$ cat src/rtl/phys_reg_tracker.sv
// phys_reg_tracker: FREE/BUSY/CALCULATED tracking for one physical register file.
// Define PHYS_REG_TRACKER_BYPASS_EN to let same-cycle frees feed allocation.
module phys_reg_tracker #(
  parameter int NUM_REG = 32,
  parameter int ALLOC_W = 2,
  parameter int FREE_W  = 2,
  parameter int WB_W    = 2,
  localparam int AW = $clog2(NUM_REG),
  localparam int CW = $clog2(NUM_REG + 1)
) (
  input  logic                  clk,
  input  logic                  n_rst,
  input  logic [ALLOC_W-1:0]    alloc_req,
  output logic [ALLOC_W*AW-1:0] alloc_addr,
  output logic                  alloc_ready,
  input  logic [FREE_W-1:0]     free_valid,
  input  logic [FREE_W*AW-1:0]  free_addr,
  input  logic [WB_W-1:0]       wb_valid,
  input  logic [WB_W*AW-1:0]    wb_addr,
  input  logic                  restore,
  input  logic [NUM_REG-1:0]    restore_mask,
  output logic [NUM_REG-1:0]    calculated_list,
  output logic [CW-1:0]         free_count
);

  typedef enum logic [1:0] {
    ST_FREE = 2'd0,
    ST_BUSY = 2'd1,
    ST_CALC = 2'd2
  } reg_state_e;

  reg_state_e state_q [NUM_REG];
  reg_state_e state_d [NUM_REG];
  logic [CW-1:0] free_count_q;
  logic [CW-1:0] free_count_d;

  logic [NUM_REG-1:0] free_hit;
  logic [NUM_REG-1:0] wb_hit;
  logic [NUM_REG-1:0] cand;
  logic [NUM_REG-1:0] rem;
  logic [NUM_REG-1:0] grant;
  logic [CW-1:0]      n_avail;
  logic [CW-1:0]      n_req;
  logic               found;

  always_comb begin
    free_hit = '0;
    wb_hit   = '0;
    cand     = '0;
    for (int r = 0; r < NUM_REG; r++) begin
      for (int l = 0; l < FREE_W; l++)
        if (free_valid[l] && free_addr[l*AW +: AW] == AW'(r))
          free_hit[r] = 1'b1;
      for (int l = 0; l < WB_W; l++)
        if (wb_valid[l] && wb_addr[l*AW +: AW] == AW'(r))
          wb_hit[r] = 1'b1;
`ifdef PHYS_REG_TRACKER_BYPASS_EN
      cand[r] = (state_q[r] == ST_FREE) || free_hit[r];
`else
      cand[r] = (state_q[r] == ST_FREE);
`endif
    end
  end

  always_comb begin
    n_avail = '0;
    n_req   = '0;
    for (int r = 0; r < NUM_REG; r++)
      n_avail = n_avail + CW'(cand[r]);
    for (int i = 0; i < ALLOC_W; i++)
      n_req = n_req + CW'(alloc_req[i]);
    alloc_ready = (n_req <= n_avail) && !restore;
  end

  // Each requesting lane takes the lowest candidate left by earlier lanes.
  always_comb begin
    rem        = cand;
    grant      = '0;
    found      = 1'b0;
    alloc_addr = '0;
    for (int i = 0; i < ALLOC_W; i++) begin
      alloc_addr[i*AW +: AW] = AW'(i);
      found = 1'b0;
      if (alloc_req[i]) begin
        for (int r = 0; r < NUM_REG; r++) begin
          if (!found && rem[r]) begin
            found                  = 1'b1;
            rem[r]                 = 1'b0;
            grant[r]               = 1'b1;
            alloc_addr[i*AW +: AW] = AW'(r);
          end
        end
      end
    end
  end

  always_comb begin
    free_count_d = '0;
    for (int r = 0; r < NUM_REG; r++) begin
      state_d[r] = state_q[r];
      if (restore && restore_mask[r])
        state_d[r] = ST_FREE;
      else if (alloc_ready && grant[r])
        state_d[r] = ST_BUSY;
      else if (free_hit[r])
        state_d[r] = ST_FREE;
      else if (wb_hit[r] && state_q[r] == ST_BUSY)
        state_d[r] = ST_CALC;
      if (state_d[r] == ST_FREE)
        free_count_d = free_count_d + CW'(1);
    end
  end

  always_ff @(posedge clk) begin
    if (!n_rst) begin
      for (int r = 0; r < NUM_REG; r++)
        state_q[r] <= ST_FREE;
      free_count_q <= CW'(NUM_REG);
    end else begin
      state_q      <= state_d;
      free_count_q <= free_count_d;
    end
  end

  always_comb begin
    calculated_list = '0;
    for (int r = 0; r < NUM_REG; r++)
      calculated_list[r] = (state_q[r] == ST_CALC);
  end

  assign free_count = free_count_q;

endmodule

$ cat config.mk
export PLATFORM = sky130hd
export DESIGN_NAME = phys_reg_tracker
export DESIGN_NICKNAME = d
export VERILOG_FILES = /design/src/rtl/phys_reg_tracker.sv
export SDC_FILE = /design/constraint.sdc
export NUM_CORES = 1
export LEC_CHECK = 0
export ABC_CLOCK_PERIOD_IN_PS = 55900
export BUFFER_PORTS_ARGS = -buffer_cell sky130_fd_sc_hd__buf_4
export CORE_MARGIN = 3
export CORE_UTILIZATION = 35
export CTS_CLUSTER_DIAMETER = 50
export DETAILED_ROUTE_END_ITERATION = 6
export SLEW_MARGIN = 5
export SYNTH_ARGS = -nofsm -noshare
export SYNTH_HDL_FRONTEND = slang
export SYNTH_SLANG_ARGS = --single-unit
$ cat constraint.sdc
create_clock -name clk -period 55.9 [get_ports clk]
set_input_delay 2.795 -clock clk [delete_from_list [all_inputs] [get_ports clk]]
set_output_delay 2.795 -clock clk [all_outputs]
set_load 0.005 [all_outputs]
==> results_dict.tcl <==
set metrics [dict create \
    status "finished clean" \
    initial_core_util 0.356 \
    critical_path_required_ns 56.15 \
    yosys.area_share.adder 0.0930 \
    io_buffer_count 109 \
    die_h_um 191 \
    cts.sinks 70 \
    fin_tns_setup_ns 0 \
    synthTopCellsByArea "dfxtp_1 12%, nand2_1 6.4%, xnor2_1 5.6%" \
    grt.overflow.total 0 \
    synth_ff_type "dfxtp_1" \
    rrSetupSlack_ns 33.80 \
    synth-seq-cells 70 \
    rsz0062_at_grt "false" \
    synth_top_family_by_area "simple AND/OR/NAND/NOR gates" \
    crit_path_start_kind "flop" \
    detail_route.wl_per_cell_um 19.4 \
    dp_hpwl_mm 35.2 \
    synth-async-reset-ratio 0 \
    yosysMostFrequentCell "nand2_1" \
    core-area_mm2 0.0336 \
    r2r_start "state_q[56]" \
    fillers 3570 \
    avgSynthCellArea_um2 7.17 \
    fin_crit_ns 22.10 \
    skew_ns 0.0103 \
    slowest_delay_ns 0.56 \
    synth-edff-count 0 \
    worstPathArrival_ns 22.35 \
    dpl_cell_area_mm2 0.0132 \
    slew_headroom 0.239 \
    multi_input_area_mm2 0.00992 \
    synthCells 1666 \
    clk_latency_ns 0.36 \
    worstRegToRegCells 100 \
    cp-end-kind "flop" \
    syn_area_mm2 0.0120 \
    rows 67 \
    clk_root_buffer_cell "clkbuf_16" \
    seq_area_mm2 0.00140 \
    cts_max_level 3 \
    grt_pass1_wl_mm 65.2 \
    via_per_inst 5.83 \
    grt_max_degree 51 \
    n_antenna_cell 0 \
    first_pass_iters 5 \
    grt_pass1_vias 11700 \
    synth-xor-area-share 0.145 \
    fin_crit_sh 0.395 \
    synth_simple_gate_area_frac 0.307 \
    cp_num_buf_inv 7 \
    hold_path_startpoint "state_q[14]" \
    track_usage 0.228 \
    crit_fanout 11 \
    dieArea_mm2 0.0364 \
    synth_cell_types 106 \
    gp_congestion 0.957 \
    antenna_left 0 \
    die_w_um 191 \
    syn_to_final_growth_pct 12.9 \
    hold_viol 0 \
    hold_buffers 0 \
    hp-class "reg2reg" \
    synthMuxAreaShare 0.0289 \
    max_freq_ghz 0.0452 \
    drt_iter0_drc 1028 \
    synth_top_cell_by_area "dfxtp_1" \
    cts_tree "yes" \
    crit_type "reg2reg" \
    cpMostUsedCell "ha_1" \
    synth_top_area_share 0.117 \
    min_to "state_q[14]" \
    pin_count 110 \
    maxCapViolCount 0 \
    drc_errors 0 \
    cts-buffers-inserted 9 \
    yosys-top-cells-count "205 x nand2_1, 159 x nor2_1, 108 x a21oi_1" \
    r2r-end "free_count[4]" \
    postRouteWirelength_mm 42.7 \
    finalSetupViolations 0 \
    seq_area_frac_synth 0.117 \
    nNetsFinal 1873 \
    drive_above_1_share 0.130 \
    cp_top_family "adder cells" \
    slew_viol_final 0 \
    crit_slowest_cell "fa_1" \
    synth_nets 1795 \
    ys_warn_count 0 \
    min_delay_path_depth 2 \
    vias 12800 \
    final_cell_area_mm2 0.0135 \
    tightest_slew_ns 1.14 \
    grt_antenna_before_repair 1 \
    post-cts-setup-buffers 0 \
    post_cts_resized 0 \
    synth_compound_area_frac 0.257 \
    clk_pin_slew_ns 0.07 \
    cts_buffer_depth 2 \
]
final cells by class:
class,instances,area share
clock inverter,5,0.00602
tap,448,0.0415
timing repair buffer,121,0.0673
multi-input combinational,1438,0.734
inverter,104,0.0289
clock buffer,11,0.0180
sequential,70,0.104
kinds of logic after synthesis:
logic type | Yosys count
buffers and inverters | 158
adder cells (fa/ha/maj) | 76
flip-flops | 70
multiplexers | 32
XOR/XNOR | 147
AND/OR/NAND/NOR | 732
AO/OA/AOI/OAI | 451
metrics by stage:
stage | hold slack, ns | std cells | setup WS, ns | utilization
floorplan | 0.472 | 1666 | 35.16 | -
global placement | 0.495 | 2181 | 34.67 | 0.392
detailed placement | 0.510 | 2181 | 33.99 | 0.392
CTS | 0.522 | 2197 | 33.90 | 0.402
global route | 0.551 | 2197 | 32.03 | 0.402
finish | 0.520 | 2197 | 33.80 | 0.402
how the worst max path moves through the flow:
| stage | start | to | slack (ns) | depth (start not counted) |
|---|---|---|---|---|
| global route | state_q[56] | free_count[4] | 32.03 | 100 |
| finish | state_q[56] | free_count[4] | 33.80 | 100 |
| floorplan | state_q[36] | free_count[4] | 35.16 | 102 |
| CTS | state_q[56] | free_count[4] | 33.90 | 100 |
| global placement | state_q[57] | free_count[4] | 34.67 | 98 |
| detailed placement | state_q[56] | free_count[4] | 33.99 | 100 |
state kept, by name (all words and copies together), names as in the netlist:
| register | flops |
|---|---|
| free_count | 6 |
| state_q | 64 |
tightest hold or removal path, cell delays in order, from the launching register on:
cell and delay [ns]:
dfxtp_1 0.32, o211ai_1 0.09, a21oi_1 0.07
metal layers:
layer	global-route usage	share of wire	up-vias
met4	0.0598	0.025	4
met5	0.00687	0.00098	-
met1	0.306	0.45	6107
met3	0.0419	0.070	55
met2	0.375	0.46	433
li1	-	-	6210
cell usage in the layout, fill, tap and decap left out, types with 18 or more instances in the layout:
master | Yosys | layout
o22a_1 | 20 | 20
o21ai_0 | 67 | 67
mux2i_1 | 22 | 22
and2_1 | 19 | 19
inv_1 | 97 | 97
xnor2_1 | 77 | 77
buf_4 | 4 | 121
a21oi_1 | 108 | 108
o22ai_1 | 55 | 55
o211ai_1 | 22 | 22
or2_2 | 18 | 18
nand2b_1 | 36 | 36
xor2_1 | 32 | 32
nor2b_1 | 49 | 49
nor2_1 | 159 | 159
dfxtp_1 | 70 | 70
nand2_1 | 205 | 205
nor3_1 | 60 | 60
ha_1 | 44 | 44
fa_1 | 24 | 24
a31oi_1 | 22 | 22
nand4_1 | 24 | 24
nand3_1 | 60 | 60
Power is not shown: default switching activity piles up to over one toggle a cycle in this logic, so the estimate is an artifact.
